[config.mk]
export PLATFORM = sky130hd
export DESIGN_NAME = soale2
export DESIGN_NICKNAME = d
export VERILOG_FILES = /design/src/rtl/soale2_pkg.sv /design/src/rtl/soale2_full_adder.sv /design/src/rtl/soale2.sv
export SDC_FILE = /design/constraint.sdc
export NUM_CORES = 1
export LEC_CHECK = 0
export CORE_AREA = 3 3 40 42
export DETAILED_ROUTE_END_ITERATION = 12
export DIE_AREA = 0 0 43 45
export PLACE_DENSITY = 0.7
export SYNTH_ARGS = -nofsm -noshare
export SYNTH_HDL_FRONTEND = slang
export SYNTH_SLANG_ARGS = --single-unit
[constraint.sdc]
create_clock -name clk -period 0.8 [get_ports clk]
set_input_delay 0.08 -clock clk [delete_from_list [all_inputs] [get_ports clk]]
set_output_delay 0.08 -clock clk [all_outputs]
set_load 0.02 [all_outputs]
[src/rtl/soale2_pkg.sv]
// Shared constants for the soale2 registered ripple-carry adder.
package soale2_pkg;
    localparam int ADD_WIDTH = 8;
endpackage : soale2_pkg

[src/rtl/soale2_full_adder.sv]
// One-bit full adder cell used to build the ripple-carry chain.
module full_adder (
    input  logic x,
    input  logic y,
    input  logic cin,
    output logic sum,
    output logic cout
);
    logic prop;

    assign prop = x ^ y;
    assign sum  = prop ^ cin;
    assign cout = (x & y) | (cin & prop);
endmodule : full_adder

[src/rtl/soale2.sv]
// Registered two's-complement adder: structural ripple-carry chain with
// a signed-overflow flag, both captured one cycle after the operands.
module soale2
    import soale2_pkg::*;
#(
    parameter int WIDTH = ADD_WIDTH
) (
    input  logic                    clk,
    input  logic                    rst_n,
    input  logic signed [WIDTH-1:0] a,
    input  logic signed [WIDTH-1:0] b,
    output logic signed [WIDTH-1:0] s,
    output logic                    over
);
    // Signed overflow is exactly the disagreement between carry into and out of the MSB.
    function automatic logic ovf_f(input logic c_into_msb, input logic c_out_msb);
        return c_into_msb ^ c_out_msb;
    endfunction

    logic        [WIDTH:0]   carry;
    logic signed [WIDTH-1:0] s_d;
    logic signed [WIDTH-1:0] s_q;
    logic                    over_d;
    logic                    over_q;

    assign carry[0] = 1'b0;

    for (genvar i = 0; i < WIDTH; i++) begin : g_fa
        full_adder u_fa (
            .x   (a[i]),
            .y   (b[i]),
            .cin (carry[i]),
            .sum (s_d[i]),
            .cout(carry[i+1])
        );
    end

    assign over_d = ovf_f(carry[WIDTH-1], carry[WIDTH]);

    // Output register stage
    always_ff @(posedge clk or negedge rst_n) begin
        if (!rst_n) begin
            s_q    <= '0;
            over_q <= 1'b0;
        end else begin
            s_q    <= s_d;
            over_q <= over_d;
        end
    end

    assign s    = s_q;
    assign over = over_q;
endmodule : soale2

==> reports/qor.csv, run 1 <==
metric,value,unit
RD Place Congestion,0.630,
Commonest cells post-synth,"9 x dfrtp_1, 7 x fa_1, 5 x inv_1",
GR Overflow Total,0,
Port Buf Inserts,26,
"EDFF count, synth",0,
Via Count,277,
slowest cell on the critical path,fa_2,
# clock sinks,9,
prevailing post-synth register cell,dfrtp_1,
worst path bufs/invs,3,
io pins,27,
total core area,1280,sq um
clock group share of total power,0.236,
CP dominant cell by count,fa_2,
failing checks,setup timing,
H-tree levels,1,
initial antenna violation count,0,
Final TNS setup,-8.35,ns
pwr dens,1880,nW/um^2
Required @ worst endpoint,0.94,ns
post-synth top area share,0.556,
Crit. End Element,flop,
DR iter-0 viols,1,
Max Fclk,0.373,GHz
register bit total from synthesis,9,
Switching Share,0.286,
die height,45,um
fill cell count,104,
Pleak,0.332,nW
vias in the first global route,308,
critical path type,in -> reg,
final setup vio count,16,
root buf cell,clkbuf_4,
Final WS setup,-1.88,ns
Die Width,43,um
minimum clock period,2.68,ns
most numerous cell in the Yosys netlist,dfrtp_1,
Final Hold Viols,0,
DR vias/cell,4.01,
crit-path cells,buf_6 > ha_4 > fa_2 > fa_2 > fa_2 > fa_2 > inv_2 > fa_2 > inv_2 > fa_2 > fa_2 > xor2_1,
Clock Path Buffers,2,
Yosys top cell by area,dfrtp_1,
Max VDD drop,0.614,mV
CP startpoint kind,primary input,
Starting Density,0.315,
pre-CTS setup slack,-2.58,ns
first-pass GRT wire length,1.32,mm
antenna-violating nets left,0,
library cells used by synthesis,5,
Power Internal,1.02,mW
layout cells sized above 1,0.500,
"Arr. time, crit path",2.82,ns
synth warn,0,
WL final,835,um
post-synthesis cell count,23,
Max Slew Vio Count,0,
Post-DP Area,714,sq um
First-pass DRT Iterations,3,
"Avg Cell Area, Syn",17.6,sq um
CTS Buf Count,3,
area delta synth->final,86.7,%
CTS tree,yes,
RSZ-0062 raised after global routing,true,
DP Wirelength,758,um
Sequential Power Share,0.402,
DIE AREA,1940,sq um
Combinational Power Share,0.362,
Crit path largest cell delay,0.35,ns
Synth area leaders,"dfrtp_1 56%, fa_1 35%, inv_1 4.6%",
Antenna Cells,0,
WL per Instance,12.1,um
worst slew pin tran,0.374,ns
cell area after synthesis,405,sq um
fin nets,81,
CP max FO,2,
critical path's top delay family,adder cells,
sequential area share after synthesis,0.556,
GRT Total Usage,0.100,
Psw,0.408,mW
Mapped Nets,49,
fraction of registers with async set/reset,1.00,
period utilisation layout,3.35,
Rel. slew slack,0.750,
largest net degree at the start of global routing,10,
"CTS clk-pin slew, worst paths",0.06,ns
max-cap check violation count,0,
Post-route DRC,0,
Hold Crit Class,in -> reg,
run status,finished with violations,
site row count,13,
Finished Cell Area,757,sq um
[cells in the final DEF, fill, tap and decap left out]
cell             count
clkdlybuf4s50_1     13
buf_6               11
dfrtp_1              9
fa_2                 7
inv_2                3
clkbuf_4             3
inv_1                2
xor2_1               1
ha_4                 1
clkbuf_1             1
clkdlybuf4s15_1      1
clkbuf_2             1
buf_4                1
[state kept, by name (all words and copies together), names as in the netlist]
| signal | cells |
|---|---|
| s | 8 |
| over | 1 |
[through the flow]
| step | util | power (mW) | std cells | hold WS, ns |
|---|---|---|---|---|
| 2_1_floorplan | - | 0.761 | 23 | -0.216 |
| 3_3_place_gp | 0.556 | 1.05 | 64 | 0.377 |
| 3_5_place_dp | 0.556 | 1.07 | 64 | 0.379 |
| 4_1_cts | 0.591 | 1.45 | 69 | 0.0320 |
| 5_1_grt | 0.589 | 1.51 | 69 | 0.0338 |
| 6_report | 0.589 | 1.43 | 69 | 0.0404 |
[cells by family after synthesis]
kind of cell	share of synthesized area
buffers and inverters	0.0463
XOR/XNOR	0.0216
adder cells (fa/ha/maj)	0.377
flip-flops	0.556
[power by group through the flow]
stage	combinational (mW)	sequential, mW	clock, mW
3_5_place_dp	0.501	0.566	0
6_report	0.516	0.574	0.337
2_1_floorplan	0.0846	0.676	0
4_1_cts	0.528	0.576	0.342
5_1_grt	0.561	0.582	0.370
3_3_place_gp	0.484	0.562	0
[area by class of cell]
class | instances | area, sq um | share of cell area
clock buffer | 4 | 26.3 | 0.0347
inverter | 5 | 18.8 | 0.0248
multi-input combinational | 9 | 191 | 0.253
sequential | 9 | 225 | 0.298
tap | 15 | 18.8 | 0.0248
timing repair buffer | 27 | 277 | 0.365
[final timing paths]
kind                        from  endpoint  slack (ns)  depth (start not counted)
min in group asynchronous  rst_n      s[2]        0.10                          1
min                         b[0]      s[0]        0.04                          2
max                         a[0]      over       -1.88                         12
max in group asynchronous  rst_n      s[6]        0.42                          1
[layer usage]
layer,GRT usage,routed length (um),share of wire,up-vias
li1,-,-,-,126
met1,0.0974,247,0.30,133
met2,0.180,504,0.60,16
met3,0.00797,65,0.078,2
met4,0.108,17,0.020,0
met5,0,0,0,-
[repair_timing]
action	4_1_cts	5_1_grt
hold buffers	0	0
gates resized for setup	66	4
endpoints found under the setup margin	17	16
buffers inserted	1	0
pin swaps	9	9
Power figures use the tool's default switching activity.
==> run 2, diff against run 1 <==
--- a/config.mk
+++ b/config.mk
@@ -6,6 +6,7 @@
 export NUM_CORES = 1
 export LEC_CHECK = 0
 export CORE_AREA = 3 3 40 42
+export CTS_CLUSTER_DIAMETER = 80
 export DETAILED_ROUTE_END_ITERATION = 12
 export DIE_AREA = 0 0 43 45
 export PLACE_DENSITY = 0.7
==> results of run 2 <==
The final DEF is identical to that of run 1; final timing and power are the same.
